`src/rtl/fifo_word_packer_pkg.sv`:
```
// Shared widths, types and lane helper for the byte-to-word packer.
package fifo_word_packer_pkg;

  localparam int unsigned DATA_W = 8;
  localparam int unsigned PACK   = 4;
  localparam int unsigned CNT_W  = $clog2(PACK + 1);
  localparam int unsigned OUT_W  = DATA_W * PACK;

  typedef logic [DATA_W-1:0] entry_t;
  typedef logic [OUT_W-1:0]  word_t;
  typedef logic [CNT_W-1:0]  cnt_t;

  typedef struct packed {
    cnt_t  count;
    word_t data;
  } out_word_t;

  // Low bit of byte lane idx inside a packed word.
  function automatic int unsigned lane_lo(input cnt_t idx);
    return 32'(idx) * DATA_W;
  endfunction

endpackage

```
`src/rtl/fifo_word_packer_if.sv`:
```
// FIFO read port plus wide valid/ready output stream of the packer.
interface fifo_word_packer_if;
  import fifo_word_packer_pkg::*;

  logic   rd_val;
  entry_t rd_data;
  logic   rd_en;
  logic   flush;
  word_t  out_data;
  cnt_t   out_count;
  logic   out_valid;
  logic   out_ready;
  logic   busy;

  modport master (
    input  rd_val, rd_data, flush, out_ready,
    output rd_en, out_data, out_count, out_valid, busy
  );

  modport slave (
    output rd_val, rd_data, flush, out_ready,
    input  rd_en, out_data, out_count, out_valid, busy
  );

endinterface

```
`src/rtl/fifo_word_packer_pack_out_reg.sv`:
```
// Valid/ready holding register for packed words; loads only when the caller knows it is free.
module pack_out_reg
  import fifo_word_packer_pkg::*;
(
  input  logic      clk_i,
  input  logic      rst_ni,
  input  logic      load_i,
  input  out_word_t word_i,
  input  logic      ready_i,
  output out_word_t word_o,
  output logic      valid_o
);

  out_word_t word_q;
  logic      valid_q;

  always_ff @(posedge clk_i or negedge rst_ni) begin
    if (!rst_ni) begin
      word_q  <= '0;
      valid_q <= 1'b0;
    end else if (load_i) begin
      word_q  <= word_i;
      valid_q <= 1'b1;
    end else if (ready_i) begin
      valid_q <= 1'b0;
    end
  end

  assign word_o  = word_q;
  assign valid_o = valid_q;

endmodule

```
`src/rtl/fifo_word_packer.sv`:
```
// Drains a first-word-fall-through byte FIFO and packs PACK bytes (or a flushed partial) per word.
module fifo_word_packer
  import fifo_word_packer_pkg::*;
(
  input  logic               clk,
  input  logic               reset,
  fifo_word_packer_if.master bus
);

  word_t     acc_q, acc_d;
  cnt_t      acc_cnt_q, acc_cnt_d;
  logic      closed_q, closed_d;
  logic      xfer, pop, out_valid;
  out_word_t acc_word, out_word;

  assign xfer = closed_q & (~out_valid | bus.out_ready);
  // A closed accumulator may only refill in the cycle its word moves out.
  assign pop  = reset & bus.rd_val & (~closed_q | xfer);

  always_comb begin
    acc_d     = acc_q;
    acc_cnt_d = acc_cnt_q;
    closed_d  = closed_q & ~xfer;
    if (xfer) begin
      acc_d     = '0;
      acc_cnt_d = '0;
    end
    if (pop) begin
      acc_d[lane_lo(acc_cnt_d) +: DATA_W] = bus.rd_data;
      acc_cnt_d                           = acc_cnt_d + cnt_t'(1);
    end
    if ((acc_cnt_d == cnt_t'(PACK)) || (bus.flush && (acc_cnt_d != '0))) begin
      closed_d = 1'b1;
    end
  end

  always_ff @(posedge clk or negedge reset) begin
    if (!reset) begin
      acc_q     <= '0;
      acc_cnt_q <= '0;
      closed_q  <= 1'b0;
    end else begin
      acc_q     <= acc_d;
      acc_cnt_q <= acc_cnt_d;
      closed_q  <= closed_d;
    end
  end

  assign acc_word = '{count: acc_cnt_q, data: acc_q};

  pack_out_reg u_out_reg (
    .clk_i   (clk),
    .rst_ni  (reset),
    .load_i  (xfer),
    .word_i  (acc_word),
    .ready_i (bus.out_ready),
    .word_o  (out_word),
    .valid_o (out_valid)
  );

  assign bus.rd_en     = pop;
  assign bus.out_data  = out_word.data;
  assign bus.out_count = out_word.count;
  assign bus.out_valid = out_valid;
  assign bus.busy      = reset & ((acc_cnt_q != '0) | closed_q | out_valid);

endmodule

```
`src/flat_wrapper.sv`:
```
// flat-port wrapper written by rule: the top's interface ports become plain ports
module fifo_word_packer_flat import fifo_word_packer_pkg::*;
  (clk, reset, bus_rd_val, bus_rd_data, bus_flush, bus_out_ready, bus_rd_en, bus_out_data, bus_out_count, bus_out_valid, bus_busy);
  fifo_word_packer_if bus_i ();
  input  logic clk;
  input  logic reset;
  input wire logic [$bits(bus_i.rd_val)-1:0] bus_rd_val;
  input wire logic [$bits(bus_i.rd_data)-1:0] bus_rd_data;
  input wire logic [$bits(bus_i.flush)-1:0] bus_flush;
  input wire logic [$bits(bus_i.out_ready)-1:0] bus_out_ready;
  output wire logic [$bits(bus_i.rd_en)-1:0] bus_rd_en;
  output wire logic [$bits(bus_i.out_data)-1:0] bus_out_data;
  output wire logic [$bits(bus_i.out_count)-1:0] bus_out_count;
  output wire logic [$bits(bus_i.out_valid)-1:0] bus_out_valid;
  output wire logic [$bits(bus_i.busy)-1:0] bus_busy;
  assign bus_i.rd_val = bus_rd_val;
  assign bus_i.rd_data = bus_rd_data;
  assign bus_i.flush = bus_flush;
  assign bus_i.out_ready = bus_out_ready;
  assign bus_rd_en = bus_i.rd_en;
  assign bus_out_data = bus_i.out_data;
  assign bus_out_count = bus_i.out_count;
  assign bus_out_valid = bus_i.out_valid;
  assign bus_busy = bus_i.busy;
  fifo_word_packer u_core (.clk(clk), .reset(reset), .bus(bus_i));
endmodule
```
`config.mk`:
```
export PLATFORM = sky130hd
export DESIGN_NAME = fifo_word_packer_flat
export DESIGN_NICKNAME = d
export VERILOG_FILES = /design/src/rtl/fifo_word_packer_pkg.sv /design/src/rtl/fifo_word_packer_if.sv /design/src/rtl/fifo_word_packer_pack_out_reg.sv /design/src/rtl/fifo_word_packer.sv /design/src/flat_wrapper.sv
export SDC_FILE = /design/constraint.sdc
export NUM_CORES = 1
export LEC_CHECK = 0
export BUFFER_PORTS_ARGS = -buffer_cell sky130_fd_sc_hd__buf_2
export CAP_MARGIN = 20
export CELL_PAD_IN_SITES_DETAIL_PLACEMENT = 1
export CELL_PAD_IN_SITES_GLOBAL_PLACEMENT = 1
export CORE_AREA = 2 2 106 119
export CTS_CLUSTER_SIZE = 8
export DETAILED_ROUTE_END_ITERATION = 10
export DIE_AREA = 0 0 108 121
export PLACE_DENSITY = 0.53
export SLEW_MARGIN = 20
export SYNTH_ARGS = -nofsm -noshare
export SYNTH_HDL_FRONTEND = slang
export SYNTH_SLANG_ARGS = --single-unit
```
`constraint.sdc`:
```
create_clock -name clk -period 2.75 [get_ports clk]
set_input_delay 0.1375 -clock clk [delete_from_list [all_inputs] [get_ports clk]]
set_output_delay 0.1375 -clock clk [all_outputs]
set_load 0.005 [all_outputs]
```
==> out/metrics.cfg <==
[setup_path]
worstSetupStartpoint=u_core.u_out_reg.valid_o
cp-endpoint=u_core.acc_q[6]
required_ns=2.92
worstReg2RegStart=u_core.u_out_reg.valid_o
r2r_cells=9
cp_max_fo=16
r2r_end=u_core.acc_q[6]
crit_type=flip-flop to flip-flop
endpoint_kind=flip-flop
crit_arrival_ns=2.67
crit_path_start_kind=flip-flop
rrSetupSlack_ns=0.25

[cts]
cts_resized=0
clock_latency_ns=0.33
cts_setup_buffers=0
hold_buffers=1
clock-sinks=72
h-tree-depth=3
cts_tree=built
clockRootBuffer=clkbuf_16
numCtsBuffers=9
clk_pin_slew_ns=0.06
clockBufferDepth=2

[yosys]
netlist_instances=277
ys_top_cells_by_count=nand2_1, dfrtp_1, a22o_1
synth.largest_area_cell=dfrtp_1
ys_seq_area_share_pct=61.9
syn_area_per_cell_um2=10.5
yosysMostFrequentCell=nand2_1
synth_edf_count=0
ys_top_cells_by_area=dfrtp_1, nand2_1, a22o_1
yosys_most_used_dff=dfrtp_1
synth.distinct_cells=32
ys_ff_latch=72
synth.top_cell.area_share_pct=61.9
synthesis.area_um2=2910
synth_nets=296
synth_warnings=0
async_flop_share_pct=100

[global_route]
grt_usage_pct=12.6
grt_pass1_wl_um=12400
grt_overflow=0
grt_max_degree=67
antenna_found_initial=0
grt_pass1_vias=2361

[run]
drv_cap=0

[sta]
min_period_over_period_pct=91.1
rsz0062_at_grt=false
setup_tns_ns=0
setup_viol=0
report.final.slew_viol_count=0
worst_pin_slew_ns=0.846
fin_crit_ns=2.50
fmax_mhz=399
hold_violations=0
max_slew_margin_pct=43.6
holdWs_ns=0.0442
clock_skew_ns=0.00623

[pwr]
power.clock.fraction_pct=35.2
p_int_w=0.00216
p_sw_w=0.00105
leakagePower_nw=2.00
seq_power_share_pct=40.6
swShare_pct=32.8
comb_power_share_pct=24.2
pwr_density_cell_nw_per_um2=878
ir_drop_mv=0.298

[run_status]
outcome=complete, no violations

[floorplan]
die_y_um=121
core_um2=11800
start_util_pct=24.6
dieWidth_um=108
dieArea_um2=13100
ioPinCount=51
rows=42

[final_layout]
n_fill_cell=1378
drive_gt1_share_pct=23.9
n_antenna_cell=0
area_delta_synth_final_pct=25.6
final_nets=354

[detailed_routing]
firstDrtPassIters=4
vias=2205
avgViaCountPerCell=4.47
wl_per_cell_um=15.3
remaining_drc_errors=0
drt_wl_total_um=7550
drt.antenna.violating_nets=0
drt_first_iter_violations=73

[min_path]
hold_class=primary input to flip-flop
min_from=bus_flush

[placement]
gp_congestion=0.770
port_buffers=50
dp_hpwl_um=5300

[worst min-delay path by stage]
stage | endpoint | slack, ns | depth (start not counted)
2_1_floorplan | u_core.acc_cnt_q[0] | -0.16 | 0
3_3_place_gp | u_core.u_out_reg.word_o[25] | 0.01 | 1
3_5_place_dp | u_core.u_out_reg.word_o[25] | 0.01 | 1
4_1_cts | u_core.closed_q | 0.04 | 3
5_1_grt | u_core.closed_q | 0.04 | 3
6_report | u_core.closed_q | 0.04 | 3
[layout make-up]
class                   count  area (um^2)  area share, %
flip-flops and latches     72         1800           49.3
inverters                  12         45.0           1.23
clock buffers              13          280           7.67
clock inverters             2         12.5          0.342
repair buffers             57          305           8.35
multi-input cells         183         1020           27.8
well taps                 154          193           5.27
[per-stage QoR]
| step | cell area, um^2 | total power (W) | cells | setup WS, ns | utilization [%] |
|---|---|---|---|---|---|
| floorplan | 2910 | 0.00180 | 277 | 0.278 | - |
| global placement | 3350 | 0.00210 | 477 | 0.389 | 28.3 |
| detailed placement | 3350 | 0.00212 | 477 | 0.295 | 28.3 |
| CTS | 3650 | 0.00327 | 493 | 0.237 | 30.9 |
| global route | 3650 | 0.00341 | 493 | 0.0620 | 30.9 |
| finish | 3650 | 0.00321 | 493 | 0.246 | 30.9 |
[layout by cell type (no fill, tap or decap), types with 2 or more instances in the layout]
cell type | netlist | routed
nor2_2 | 2 | 2
xnor2_1 | 2 | 2
buf_4 | 0 | 6
o21ai_1 | 2 | 2
nand3_1 | 9 | 9
inv_1 | 12 | 12
clkbuf_8 | 0 | 4
ha_1 | 6 | 6
a22o_1 | 24 | 24
dfrtp_1 | 72 | 72
o21ai_0 | 10 | 10
buf_2 | 1 | 50
nor2_1 | 3 | 3
a31oi_1 | 3 | 3
clkbuf_16 | 0 | 9
mux2_2 | 2 | 2
nand2_1 | 105 | 105
[worst max-delay path: stages (launching register included)]
cell,delay [ns]
dfrtp_1,0.40
nand2b_1,0.12
nand2_1,0.14
nand2_1,0.14
ha_1,0.24
ha_1,0.40
nor3b_1,0.25
o211ai_2,0.32
nand3_1,0.20
o21ai_0,0.13
[registers in the layout, summed over array words and instances (netlist names)]
| register | cells |
|---|---|
| u_core.u_out_reg.valid_o | 1 |
| u_core.acc_cnt_q | 3 |
| u_core.acc_q | 32 |
| u_core.u_out_reg.word_o | 35 |
| u_core.closed_q | 1 |
[cell families (layout without fill, tap and decap cells)]
logic type | count (synthesis) | after routing | synth area share [%]
simple gates | 128 | 128 | 19.3
flops | 72 | 72 | 61.9
compound gates | 44 | 44 | 11.4
buf+inv | 22 | 84 | 3.14
fa+ha+maj | 6 | 6 | 2.58
mux | 3 | 3 | 1.12
xor+xnor | 2 | 2 | 0.602
[layer usage]
layer | global-route usage (%) | vias up | part of all wire [%] | routed length (um)
met5 | 0 | - | 0 | 0
met4 | 4.65 | 0 | 1.3 | 101
met3 | 3.44 | 8 | 3.6 | 274
met2 | 20.3 | 39 | 49 | 3710
met1 | 16.1 | 1113 | 46 | 3470
li1 | - | 1045 | - | -
[power by group through the flow]
stage | sequential [W] | clock, W | combinational [W]
after floorplan | 0.00130 | 0 | 0.000504
after global placement | 0.00132 | 0 | 0.000782
after detailed placement | 0.00132 | 0 | 0.000798
after CTS | 0.00131 | 0.00117 | 0.000802
after global routing | 0.00132 | 0.00121 | 0.000881
final | 0.00130 | 0.00113 | 0.000778
Power figures use the tool's default switching activity.
